==> config.mk <==
export PLATFORM = sky130hd
export DESIGN_NAME = key_nibble_entry_flat
export DESIGN_NICKNAME = d
export VERILOG_FILES = /design/src/rtl/key_nibble_entry_if.sv /design/src/rtl/key_nibble_entry.sv /design/src/flat_wrapper.sv
export SDC_FILE = /design/constraint.sdc
export NUM_CORES = 1
export LEC_CHECK = 0
export ABC_CLOCK_PERIOD_IN_PS = 3450
export BUFFER_PORTS_ARGS = -buffer_cell sky130_fd_sc_hd__buf_2
export CORE_ASPECT_RATIO = 1.1
export CORE_MARGIN = 5
export CORE_UTILIZATION = 62
export CTS_CLUSTER_SIZE = 40
export DETAILED_ROUTE_END_ITERATION = 10
export GPL_TIMING_DRIVEN = 0
export PLACE_DENSITY_LB_ADDON = 0.12
export REMOVE_ABC_BUFFERS = 1
export SLEW_MARGIN = 20
export SYNTH_ARGS = -nofsm -noshare
export SYNTH_HDL_FRONTEND = slang
export SYNTH_SLANG_ARGS = --single-unit
==> constraint.sdc <==
create_clock -name CLOCK_50 -period 3.45 [get_ports CLOCK_50]
set_input_delay 0 -clock CLOCK_50 [delete_from_list [all_inputs] [get_ports CLOCK_50]]
set_output_delay 0 -clock CLOCK_50 [all_outputs]
set_load 0.02 [all_outputs]
==> src/rtl/key_nibble_entry_if.sv <==
// Signal bundle between the board keys, the nibble entry stage and the
// display decoder that consumes its value and clean key levels.
interface key_nibble_entry_if;
    logic [3:0] KEY;      // raw board keys, active-low, asynchronous
    logic [3:0] value;    // current entered nibble
    logic [3:0] pressed;  // debounced key levels, active-high
    logic       locked;   // entry lock state
    logic       update;   // one-cycle pulse when value changes

    // Entry stage: samples the keys, produces value and status
    modport master (
        input  KEY,
        output value,
        output pressed,
        output locked,
        output update
    );

    // Key source / display decoder side
    modport slave (
        output KEY,
        input  value,
        input  pressed,
        input  locked,
        input  update
    );
endinterface

==> src/rtl/key_nibble_entry.sv <==
// Debounced push-button nibble entry. Synchronizes and debounces four
// active-low keys, turns debounced presses into single events, and steps a
// 4-bit value (inc / dec / clear) with a lock toggle on KEY[3].
module key_nibble_entry #(
    parameter int DEBOUNCE_CYCLES = 1000000
) (
    input  logic CLOCK_50,
    input  logic RESET,
    key_nibble_entry_if.master bus
);

    // The counter only needs to reach DEBOUNCE_CYCLES-1: the threshold cycle
    // itself is the one that flips the debounced level and clears the count.
    localparam int CNT_W = (DEBOUNCE_CYCLES < 2) ? 1 : $clog2(DEBOUNCE_CYCLES);
    localparam logic [CNT_W-1:0] CNT_LAST = CNT_W'(DEBOUNCE_CYCLES - 1);

    logic [3:0]       sync1_q, sync1_d;
    logic [3:0]       sync2_q, sync2_d;
    logic [CNT_W-1:0] cnt_q [4];
    logic [CNT_W-1:0] cnt_d [4];
    logic [3:0]       pressed_q, pressed_d;
    logic [3:0]       pressed_prev_q, pressed_prev_d;
    logic [3:0]       value_q, value_d;
    logic             locked_q, locked_d;
    logic             update_q, update_d;
    logic [3:0]       ev;

    // Two-flop synchronizer on the inverted keys (1 = pressed)
    always_comb begin
        sync1_d = ~bus.KEY;
        sync2_d = sync1_q;
    end

    // Per-key debounce: count consecutive disagreeing cycles, any agreement restarts
    always_comb begin
        for (int i = 0; i < 4; i++) begin
            cnt_d[i]     = '0;
            pressed_d[i] = pressed_q[i];
            if (sync2_q[i] != pressed_q[i]) begin
                if (cnt_q[i] == CNT_LAST) begin
                    pressed_d[i] = sync2_q[i];
                end else begin
                    cnt_d[i] = cnt_q[i] + 1'b1;
                end
            end
        end
    end

    // Press events on debounced rising edges; releases are ignored
    always_comb begin
        pressed_prev_d = pressed_q;
        ev             = pressed_q & ~pressed_prev_q;
    end

    // Key functions; all edits see the lock state from before any same-cycle toggle
    always_comb begin
        locked_d = locked_q ^ ev[3];
        value_d  = value_q;
        if (!locked_q) begin
            if (ev[2]) begin
                value_d = 4'd0;
            end else if (ev[0] ^ ev[1]) begin
                value_d = ev[0] ? (value_q + 4'd1) : (value_q - 4'd1);
            end
        end
        update_d = (value_d != value_q);
    end

    // State registers; everything clears on asynchronous reset
    always_ff @(posedge CLOCK_50 or posedge RESET) begin
        if (RESET) begin
            sync1_q        <= '0;
            sync2_q        <= '0;
            for (int i = 0; i < 4; i++) begin
                cnt_q[i] <= '0;
            end
            pressed_q      <= '0;
            pressed_prev_q <= '0;
            value_q        <= '0;
            locked_q       <= 1'b0;
            update_q       <= 1'b0;
        end else begin
            sync1_q        <= sync1_d;
            sync2_q        <= sync2_d;
            for (int i = 0; i < 4; i++) begin
                cnt_q[i] <= cnt_d[i];
            end
            pressed_q      <= pressed_d;
            pressed_prev_q <= pressed_prev_d;
            value_q        <= value_d;
            locked_q       <= locked_d;
            update_q       <= update_d;
        end
    end

    assign bus.value   = value_q;
    assign bus.pressed = pressed_q;
    assign bus.locked  = locked_q;
    assign bus.update  = update_q;

endmodule

==> src/flat_wrapper.sv <==
// flat-port wrapper written by rule: the top's interface ports become plain ports
module key_nibble_entry_flat 
#(
    parameter int DEBOUNCE_CYCLES = 1000000
)
  (CLOCK_50, RESET, bus_KEY, bus_value, bus_pressed, bus_locked, bus_update);
  key_nibble_entry_if bus_i ();
  input  logic CLOCK_50;
  input  logic RESET;
  input wire logic [$bits(bus_i.KEY)-1:0] bus_KEY;
  output wire logic [$bits(bus_i.value)-1:0] bus_value;
  output wire logic [$bits(bus_i.pressed)-1:0] bus_pressed;
  output wire logic [$bits(bus_i.locked)-1:0] bus_locked;
  output wire logic [$bits(bus_i.update)-1:0] bus_update;
  assign bus_i.KEY = bus_KEY;
  assign bus_value = bus_i.value;
  assign bus_pressed = bus_i.pressed;
  assign bus_locked = bus_i.locked;
  assign bus_update = bus_i.update;
  key_nibble_entry #(.DEBOUNCE_CYCLES(DEBOUNCE_CYCLES)) u_core (.CLOCK_50(CLOCK_50), .RESET(RESET), .bus(bus_i));
endmodule
---- Word level (Yosys, flattened, before mapping) ----
Cells that the tools add are included.
Widths: inputs -> output; s select.
operators by class
  $add $sub $neg .......................... 6
  equal/unequal tests ..................... 9
  multiplexer cells ....................... 12
  bitwise gates (word level) .............. 5
  reduce and logical (&&, ||, !) cells .... 4
operator list
  kind                   number
  $mux 20                8
  $add 20x1->20 const B  4
  $eq 20x20->1 const B   4
  $mux 4                 4
  $not 4->4              2
  $reduce_and 2->1       4
  $add 4x1->4 const B    1
  $and 4x4->4            1
  $ne 1x1->1             4
  $ne 4x4->1             1
  $sub 4x1->4 const B    1
  $xor 1x1->1            2
word-level totals
  flip-flop bits (word level) ............. 102
  bits of input ports ..................... 6
  output and inout port bits .............. 10
  word-level logic and storage cells ...... 50

---- Depth between registers and ports, before layout ----
Gate-level depths: netlist of the first run.
  depth after elaboration ................. 7
  mapped depth ............................ 6
  depth with buffers taken out ............ 6

---- Least setup slack after synthesis of the first run ----
No wires, ideal clock.
  path type ............................... reg-to-reg
  from .................................... reg u_core.cnt_q[32] (netlist name)
  to ...................................... reg u_core.cnt_q[25] (netlist name)
  setup time .............................. 0.119 ns
  arrival ................................. 1.901 ns
  data required time ...................... 3.331 ns
  path slack .............................. 1.430 ns
  cell stages (with the launch flop) ...... 6
  path buffers ............................ 1
  period minus slack after synthesis ...... 2.020 ns
  cells stage by stage .................... dfrtp_1 -> or4_1 -> or4_4 -> o21ai_4 -> buf_6 -> nor2_1
RTL lines
  element                           RTL line                source
  start: declaration                key_nibble_entry.sv:19  logic [CNT_W-1:0] cnt_q [4];
  start signal: indexed assignment  key_nibble_entry.sv:86  cnt_q[i] <= cnt_d[i];

==> run metrics, run 1 <==
status=finished clean; via/cell ratio=5.89; reg-to-reg critical path startpoint=u_core.cnt_q[42]$_DFF_PP0_; Power, Total=roughly 2.1 mW; Mapped Area=4960 sq um; Root Driver=clkbuf_8; Yosys reg bits=102; TritonCTS Buffers=9; hpwl dp=roughly 6300 um; Final #Nets=about 530; final period utilization=0.651; area of the multi-input gates=2260 sq um; Iteration-0 DRC Markers=between 90 and 100; Antenna Nets Post-Route=0; Clock Power Share=0.385; share of cells above drive strength 1=0.0948; H-tree levels=3; CP Launch Point=u_core.cnt_q[42]$_DFF_PP0_; filler cell count=between 600 and 700; Reg power frac=0.578; Worst Tran Pin Value=977 ps; Worst path max stage delay=850 ps; die width=around 95 um; DRT Pass-1 Iters=4; diode count=0; Post-synth top flop=dfrtp_1; Logic pwr share=0.037; Post-Route WL=9070 um; area of the core=7870 sq um; CP max-delay cell=o31ai_4; Fin. Hold Viols=0; Worst slew margin=0.346; crit path launch type=register; reg2reg end=u_core.cnt_q[49]$_DFF_PP0_; RSZ-0062 raised after global routing=false; drt wl/cell=14.5 um; Tmin final=2240 ps; PwrDens=slightly below 400 nW/um^2; gr ovfl total=0; Skew-Pair Late Insertion Delay=~350 ps; WP data arrival=about 2500 ps; Final Max Slew Viols=0; area grow syn2layout=9.59%; peak supply drop=~0.27 mV; Max-Cap Viols=0; Final Util=0.690; Yosys Warn Count=0; fin area=5430 sq um; drt drc=0; Worst-path clk slew=90 ps; Syn Area/Cell=10.1 sq um; Reg2Reg Depth=4; PortBufs=15; P_leak=2.24 nW; IO Pins=16; Post-synth EDFFs=0; Starting Density=0.630; post-synth cell types=between 40 and 50; critical path required time=approximately 3700 ps; # setup viols final=0; Post-CTS Resized=0; Switching Power=between 0.4 and 0.5 mW; crit path max fanout=20; critical path class=reg2reg; r2r setup slk=between 1000 and 1500 ps; first-pass GRT wire length=between 15,000 and 20,000 um; GP Congestion=around 0.84; worst hold path class=in2async; Mapped Cells=around 490; die height=104 um; fraction of power spent switching nets=0.209; placed cell area=a little over 5000 sq um; FP Rows=34; initial antenna violation count=0; worst path cell trace=and3_1, nand3_1, o31ai_4, nor2_1; max frequency=between 0.4 and 0.5 GHz; cell-internal power=approximately 1.7 mW; asr flop ratio synth=1.00; Final Skew=~12 ps; via count=3,683; Die Footprint=approximately 9900 sq um; total area of sequential cells=between 2000 and 3000 sq um; CP Capture Type=register; WHS=between 200 and 250 ps; clk sinks=roughly 100; post-synthesis sequential area ratio=0.515; TritonCTS clock tree=done; largest net degree at the start of global routing=61; vias in the first global route=between 3,000 and 4,000; Max Root-Sink Buffers=2; GRT Overall Usage=0.200
-- power groups by stage --
stage	clock, mW	sequential (mW)	combinational, mW
finish	0.816	1.23	0.0781
global placement	0	1.25	0.0688
detailed placement	0	1.25	0.0758
CTS	0.845	1.23	0.0805
floorplan	0	1.25	0.0526
global route	0.897	1.23	0.0905
-- flip-flops by register name, summed over array words and instances (netlist names) --
register / cells
u_core.cnt_q: 80
u_core.bus.pressed: 4
u_core.bus.value: 4
u_core.pressed_prev_q: 4
u_core.sync1_q: 4
u_core.sync2_q: 4
u_core.bus.locked: 1
u_core.bus.update: 1
-- layout by cell type, fill, tap and decap left out, types with 5 or more instances in the layout --
master | netlist | layout
o21ai_0 | 11 | 11
o31ai_1 | 17 | 16
clkbuf_8 | 0 | 11
nor2_1 | 54 | 54
nand2_1 | 30 | 30
and2_1 | 7 | 7
xor2_1 | 19 | 19
buf_2 | 3 | 15
ha_1 | 6 | 6
or3_1 | 16 | 16
or4_1 | 19 | 19
a21oi_1 | 30 | 30
and4_1 | 6 | 6
nor3_1 | 8 | 8
inv_1 | 27 | 26
xnor2_1 | 33 | 33
dlygate4sd3_1 | 0 | 5
nor4_1 | 13 | 13
dfrtp_1 | 102 | 102
nand3_1 | 33 | 33
nand4_1 | 12 | 12
-- repair_timing --
item | CTS | global route
hold endpoints to repair | 46 | 0
buffers inserted | 0 | 0
hold buffers | 5 | 0
-- worst max-delay path: cells and delay by family (launching register included) --
family / cells / cell delay [ps]
AOI/OAI and AO/OA: 1 / 850
DFF: 1 / 430
and+or+nand+nor: 3 / 830
-- worst max path at each step --
stage | slack [ps] | depth (start not counted) | end
after floorplan | 770 | 1 | u_core.bus.locked$_DFF_PP0_
after global placement | -320 | 2 | u_core.cnt_q[32]$_DFF_PP0_
after detailed placement | 1230 | 4 | u_core.cnt_q[25]$_DFF_PP0_
after CTS | 1200 | 4 | u_core.cnt_q[25]$_DFF_PP0_
after global routing | 1060 | 4 | u_core.cnt_q[63]$_DFF_PP0_
final | 1210 | 4 | u_core.cnt_q[49]$_DFF_PP0_
-- per-stage QoR --
step	setup TNS (ps)	instances	worst slack, ps
final	0	625	1210
after global routing	0	625	1060
after CTS	0	625	1200
after detailed placement	0	605	1230
after global placement	-32020	604	-320
after floorplan	0	481	775
-- cell usage after synthesis, drive strengths merged (13+ instances only) --
master / count / area, sq um
a21oi: 30 / 150
dfrtp: 102 / 2550
inv: 27 / 101
nand2: 30 / 113
nand3: 33 / 165
nor2: 54 / 203
nor4: 13 / 81.3
o31ai: 18 / 149
or3: 16 / 100
or4: 20 / 154
xnor2: 33 / 289
xor2: 19 / 166
-- final cells by class --
cell class	instances	share of cell area
inverter	27	0.0196
clock inverter	4	0.0129
sequential	102	0.470
multi-input combinational	352	0.417
clock buffer	11	0.0279
tap	108	0.0249
timing repair buffer	21	0.0281
-- kinds of logic (layout without fill, tap and decap cells) --
family	Yosys count	after routing	share of synthesized area
flops	102	102	0.515
simple gates	221	221	0.242
xor+xnor	52	52	0.0919
buf+inv	38	63	0.0311
compound gates	67	67	0.0901
mux	5	5	0.0111
fa+ha+maj	7	7	0.0192
-- layer usage --
layer / vias to the layer above / routed length [um] / track usage
met5: - / 0 / 0
met4: 0 / 84 / 0.0670
li1: 1787 / - / -
met3: 13 / 310 / 0.0377
met1: 1824 / 4020 / 0.263
met2: 59 / 4650 / 0.330
No activity file was read; power rests on OpenSTA's default activity.
==> inputs of run 2 (changes only) <==
--- a/config.mk
+++ b/config.mk
@@ -5,7 +5,8 @@
 export SDC_FILE = /design/constraint.sdc
 export NUM_CORES = 1
 export LEC_CHECK = 0
-export ABC_CLOCK_PERIOD_IN_PS = 3450
+export ABC_AREA = 1
+export ABC_CLOCK_PERIOD_IN_PS = 2070
 export BUFFER_PORTS_ARGS = -buffer_cell sky130_fd_sc_hd__buf_2
 export CORE_ASPECT_RATIO = 1.1
 export CORE_MARGIN = 5
==> constraint.sdc (replaced) <==
create_clock -name CLOCK_50 -period 2.07 [get_ports CLOCK_50]
set_input_delay 0 -clock CLOCK_50 [delete_from_list [all_inputs] [get_ports CLOCK_50]]
set_output_delay 0 -clock CLOCK_50 [all_outputs]
set_load 0.02 [all_outputs]
==> run 2 against run 1 <==
Effect of this change:
- clock power rose by 54%
- die area rose by 9.1%
- area after synthesis rose by 10%
- critical endpoint is now u_core.bus.update$_DFF_PP0_
- critical path depth rose by 9
- largest cell class unchanged
==> run metrics, run 2 <==
status=finished clean; cell-internal power=between 2 and 3 mW; TritonCTS clock tree=done; via count=4,335; Post-Synth Simple-Gate Area=0.347; TritonCTS Buffers=9; Syn Area/Cell=approximately 8 sq um; area of the core=8740 sq um; Post-synth EDFFs=0; via/cell ratio=between 5 and 6; Clock Power Share=0.368; worst hold path class=in2async; largest family of logic cells by synthesized area=simple AND/OR/NAND/NOR gates; clk sinks=between 100 and 150; CP Capture Type=register; die width=about 99 um; final period utilization=0.891; most frequent cells in the layout=nand2_1, nor2_1, dfrtp_1; xor/xnor cell area share of the yosys netlist=0.0497; non-filler cells, final=about 840; Logic pwr share=0.039; CP max-delay cell=dfrtp_1; Mapped Area=5460 sq um; Final Max Slew Viols=0; diode count=0; # Post-CTS Setup Buffers=0; DRT Pass-1 Iters=5; drt wl/cell=about 12 um; WHS=approximately 220 ps; largest net degree at the start of global routing=56; Area contributors post-synth=dfrtp_1, nand2_1, nor2_1; Max-Cap Viols=0; Yosys reg bits=102; Post-synth top flop=dfrtp_1; # setup viols final=0; critical path required time=about 2300 ps; vias in the first global route=between 4,000 and 5,000; post-synthesis sequential area ratio=0.467; Final #Nets=around 730; area grow syn2layout=8.64%; Worst-path clk slew=roughly 100 ps; CP most frequent cell=nand2_1; Yosys Warn Count=0; IO Pins=16; GP Congestion=about 0.84; Iteration-0 DRC Markers=~190; asr flop ratio synth=1.00; worst path cell trace=inv_1, nor2_2, fa_1, inv_1, nand2_1, nand2_1, nand3_1, nand2_1, nand2_1, nand3_1, nand2_1, nor2_1, nand2_1; GRT Overall Usage=0.211; gr ovfl total=0; most common cell after layout, fill and taps aside=nand2_1; critical path class=reg2reg; Final Skew=~11 ps; Reg power frac=0.593; placed cell count=between 800 and 900; die height=about 110 um; Worst slew margin=0.703; Worst path max stage delay=about 450 ps; pre-CTS setup slack=approximately 110 ps; placed cell area=5680 sq um; Antenna Nets Post-Route=0; post-synth cell types=36; Mapped Cells=690; Skew-Pair Late Insertion Delay=370 ps; max reg flops=80; WP data arrival=between 2000 and 2500 ps; P_leak=roughly 2.8 nW; Switching Power=roughly 0.8 mW; hpwl dp=7460 um; max frequency=0.542 GHz; first-pass GRT wire length=18,500 um; drt drc=0; fraction of power spent switching nets=0.228; Die Footprint=10,800 sq um; crit path launch type=register; Max Root-Sink Buffers=2; RSZ-0062 raised after global routing=false; multiplexer area fraction after synthesis=0; Fin. Hold Viols=0; r2r setup slk=between 200 and 250 ps; Post-Synth Adder-Cell Area=0.0174; FP Rows=36; Most flops, register=u_core.cnt_q; PwrDens=~580 nW/um^2; peak supply drop=roughly 0.38 mV; Synth top area share=0.467; Tmin final=about 1800 ps; Post-Route WL=just over 10,000 um; top-count cell post-synth=nand2_1; fin area=about 5900 sq um; Compound-Gate Fraction of Synth Area=0.0380; filler cell count=between 700 and 800; share of cells above drive strength 1=0.108; Root Driver=clkbuf_8; crit path max fanout=5; Post-synth top cells=nand2_1, nor2_1, dfrtp_1; PortBufs=15; Worst Tran Pin Value=roughly 440 ps; worst setup margin=about 230 ps; top cell type by total area after synthesis=dfrtp_1; Starting Density=0.625; initial antenna violation count=0; H-tree levels=3
==> run 2: cell types whose count changed in the layout (fill, tap and decap cells not counted), moves of 19 or more <==
cell,change
nand2_1,+105
inv_1,+74
nor2_1,+74
xnor2_1,-28
nor3_1,+21
or4_1,-19
==> run 2: per-stage QoR <==
stage / power, mW / util / setup TNS, ps
6_report: 3.43 / 0.679 / 0
5_1_grt: 3.59 / 0.679 / 0
4_1_cts: 3.47 / 0.678 / 0
3_5_place_dp: 2.21 / 0.649 / 0
3_3_place_gp: 2.19 / 0.646 / -174140
2_1_floorplan: 2.16 / - / -61760
==> run 2: kinds of logic after synthesis <==
kind of cell,after synthesis
xor gates and xnor gates,31
DFF,102
buffers and inverters,113
AOI/OAI and AO/OA,40
and+or+nand+nor,397
adders and majority gates,7
==> run 2: final timing paths <==
path / start / cells after the start / end
min in group CLOCK_50: bus_KEY[0] / 3 / u_core.sync1_q[0]$_DFF_PP0_
min: RESET / 3 / u_core.cnt_q[76]$_DFF_PP0_
min reg2reg: u_core.sync1_q[1]$_DFF_PP0_ / 0 / u_core.sync2_q[1]$_DFF_PP0_
max in group asynchronous: RESET / 4 / u_core.cnt_q[18]$_DFF_PP0_
max reg2reg: u_core.bus.pressed[0]$_DFFE_PP0P_ / 13 / u_core.bus.update$_DFF_PP0_
max: u_core.bus.pressed[0]$_DFFE_PP0P_ / 13 / u_core.bus.update$_DFF_PP0_
==> run 2: critical path: cells and delay by family (launching register included) <==
family        cells  cell delay [ps]
buf+inv           2              180
fa+ha+maj         1              400
simple gates     10              700
flops             1              450
==> run 2: final cells by class <==
cell class / count / area, sq um / area share
sequential: 102 / 2550 / 0.430
timing repair buffer: 21 / 153 / 0.0257
tap: 114 / 143 / 0.0240
clock buffer: 11 / 141 / 0.0238
clock inverter: 5 / 58.8 / 0.00991
inverter: 107 / 407 / 0.0685
multi-input combinational: 475 / 2480 / 0.418
==> run 2: what timing repair did <==
item | in CTS | in global routing
resized for setup | 0 | 3
setup endpoints to repair | 0 | 9
hold buffers | 5 | 0
hold endpoints to repair | 51 | 0
==> run 2: power groups by stage <==
stage                     Clock (mW)  Sequential (mW)  Combinational (mW)
after detailed placement           0             2.07               0.131
after floorplan                    0             2.07              0.0897
final                           1.26             2.03               0.135
after global routing            1.39             2.04               0.161
after global placement             0             2.07               0.119
after CTS                       1.30             2.04               0.139
==> run 2: routing by layer <==
layer | GRT usage | part of all wire | up-vias
met5 | 0 | 0 | -
met4 | 0.0732 | 0.017 | 0
met3 | 0.0381 | 0.024 | 17
met2 | 0.369 | 0.50 | 51
met1 | 0.263 | 0.45 | 2046
li1 | - | - | 2221
==> inputs of run 3 (changes only) <==
--- a/config.mk
+++ b/config.mk
@@ -8,13 +8,15 @@
 export ABC_AREA = 1
 export ABC_CLOCK_PERIOD_IN_PS = 2070
 export BUFFER_PORTS_ARGS = -buffer_cell sky130_fd_sc_hd__buf_2
+export CELL_PAD_IN_SITES_DETAIL_PLACEMENT = 0
+export CELL_PAD_IN_SITES_GLOBAL_PLACEMENT = 1
 export CORE_ASPECT_RATIO = 1.1
 export CORE_MARGIN = 5
-export CORE_UTILIZATION = 62
+export CORE_UTILIZATION = 47
 export CTS_CLUSTER_SIZE = 40
 export DETAILED_ROUTE_END_ITERATION = 10
 export GPL_TIMING_DRIVEN = 0
-export PLACE_DENSITY_LB_ADDON = 0.12
+export PLACE_DENSITY = 0.77
 export REMOVE_ABC_BUFFERS = 1
 export SLEW_MARGIN = 20
 export SYNTH_ARGS = -nofsm -noshare
==> run 3 against run 2 <==
Effect of this change:
- final area increased by 2.7%
- die area is 29% higher
- wire length up 3.1%
- worst setup slack improved by 6.7 ps
- sequential share of layout area down 1.1 points
- worst hold slack worse by 51 ps
- clock-buffer cell count did not move
- utilization decreased by 15 points
- maximum frequency increased by 0.37%
- total power up 16%
- sequential power hardly changed
==> run metrics, run 3 (synthesis results as in run 2) <==
status=finished clean; Final Skew=around 7.5 ps; cell-internal power=around 3.1 mW; via count=4,336; Root Driver=clkbuf_16; die height=between 100 and 150 um; CP Launch Point=u_core.cnt_q[60]$_DFF_PP0_; area of the multi-input gates=about 2500 sq um; IO Pins=16; Max Root-Sink Buffers=2; most common cell after layout, fill and taps aside=nand2_1; PwrDens=~650 nW/um^2; max reg flops=80; max frequency=between 0.5 and 0.6 GHz; RSZ-0062 raised after global routing=false; gr ovfl total=0; peak supply drop=approximately 0.37 mV; area of the core=about 11,000 sq um; Fin. Hold Viols=0; most frequent cells in the layout=nand2_1, nor2_1, dfrtp_1; clk sinks=just over 100; Final #Nets=approximately 730; drt wl/cell=12.1 um; Max Used Layer=met4; r2r setup slk=approximately 230 ps; Post-Route WL=~11,000 um; reg-to-reg critical path startpoint=u_core.cnt_q[60]$_DFF_PP0_; H-tree levels=3; Logic pwr share=0.034; Tmin final=approximately 1800 ps; Worst-path clk slew=about 70 ps; fraction of power spent switching nets=0.214; Starting Density=0.477; WP data arrival=between 2000 and 2500 ps; hpwl dp=about 7700 um; Final Max Slew Viols=0; Reg2Reg Depth=8; GP Congestion=between 0.7 and 0.8; diode count=0; Most flops, register=u_core.cnt_q; crit path launch type=register; largest net degree at the start of global routing=76; initial antenna violation count=0; first-pass GRT wire length=roughly 18,000 um; die width=between 100 and 150 um; share of cells above drive strength 1=0.107; DR WL met3=351 um; TritonCTS clock tree=done; Worst Tran Pin Value=between 400 and 500 ps; final period utilization=0.887; worst hold path class=in2async; Power, Total=just under 4 mW; Clock Power Share=0.453; drt drc=0; FP Rows=41; via/cell ratio=4.98; Antenna Nets Post-Route=0; crit path max fanout=12; Max-Cap Viols=0; Iteration-0 DRC Markers=255; worst setup path end=u_core.cnt_q[74]$_DFF_PP0_; CP Capture Type=register; critical path class=reg2reg; pre-CTS setup slack=approximately 47 ps; Met1 Wirelength=between 4000 and 5000 um; Worst slew margin=0.686; area grow syn2layout=11.6%; Reg power frac=0.513; reg2reg end=u_core.cnt_q[74]$_DFF_PP0_; worst setup margin=233 ps; Switching Power=0.851 mW; filler cell count=about 1,100; total area of sequential cells=~2600 sq um; critical path required time=around 2300 ps; GRT Overall Usage=0.163; vias in the first global route=4,183; P_leak=roughly 2.8 nW; Skew-Pair Late Insertion Delay=340 ps; WHS=between 150 and 200 ps; TritonCTS Buffers=9; # setup viols final=0; PortBufs=15; DRT Pass-1 Iters=4; Met2 Wirelength=between 5000 and 6000 um; Die Footprint=roughly 14,000 sq um
## run 3: cell count changes in the layout (fill, tap and decap cells not counted)
| cell | change |
|---|---|
| clkbuf_1 | +1 |
| clkbuf_16 | +9 |
| bufinv_16 | +1 |
| clkbuf_8 | -10 |
| clkinv_2 | -1 |
## run 3: worst min-delay path by stage
stage / startpoint / endpoint / slack (ps) / depth (start not counted)
5_1_grt: RESET / u_core.bus.update$_DFF_PP0_ / 190 / 3
3_3_place_gp: bus_KEY[3] / u_core.sync1_q[3]$_DFF_PP0_ / 140 / 2
2_1_floorplan: bus_KEY[0] / u_core.sync1_q[0]$_DFF_PP0_ / 60 / 1
3_5_place_dp: RESET / u_core.bus.update$_DFF_PP0_ / -10 / 2
4_1_cts: RESET / u_core.bus.update$_DFF_PP0_ / 170 / 3
6_report: RESET / u_core.bus.update$_DFF_PP0_ / 160 / 3
## run 3: power by group through the flow
stage	logic, mW	clock network, mW	registers (mW)
6_report	0.136	1.80	2.04
5_1_grt	0.162	1.94	2.04
4_1_cts	0.142	1.86	2.04
3_5_place_dp	0.134	0	2.08
3_3_place_gp	0.123	0	2.07
2_1_floorplan	0.0897	0	2.07
## run 3: timing repair
item / CTS / global route
setup endpoints to repair: 0 / 9
hold buffers: 5 / 0
hold endpoints to repair: 44 / 0
resized for setup: 0 / 3
setup buffers: 0 / 0
## run 3: metrics by stage
step                      cell area (sq um)  utilization  setup TNS [ps]  instances
after global placement                 5690        0.497         -193310        849
after floorplan                        5430            -          -61760        684
after CTS                              6090        0.532               0        871
final                                  6090        0.533               0        871
after global routing                   6090        0.533               0        871
after detailed placement               5720        0.500               0        850
## run 3: final cells by class
class	count	area share
tap	150	0.0308
clock buffer	11	0.0382
sequential	102	0.419
inverter	107	0.0667
timing repair buffer	21	0.0250
clock inverter	5	0.0138
multi-input combinational	475	0.407
## run 3: routing by layer
metal / track usage / vias to the layer above
li1: - / 2221
met1: 0.200 / 2053
met2: 0.285 / 51
met3: 0.0352 / 11
met4: 0.0601 / 0
met5: 0 / -
## run 3: critical path, cell delays in order (launching register included)
cell and delay [ps]:
dfrtp_1 370, ha_1 300, nand4_1 150, nor2_1 180
nand3_1 170, nand2_2 260, inv_1 140, o21ai_0 100
nor2_1 60
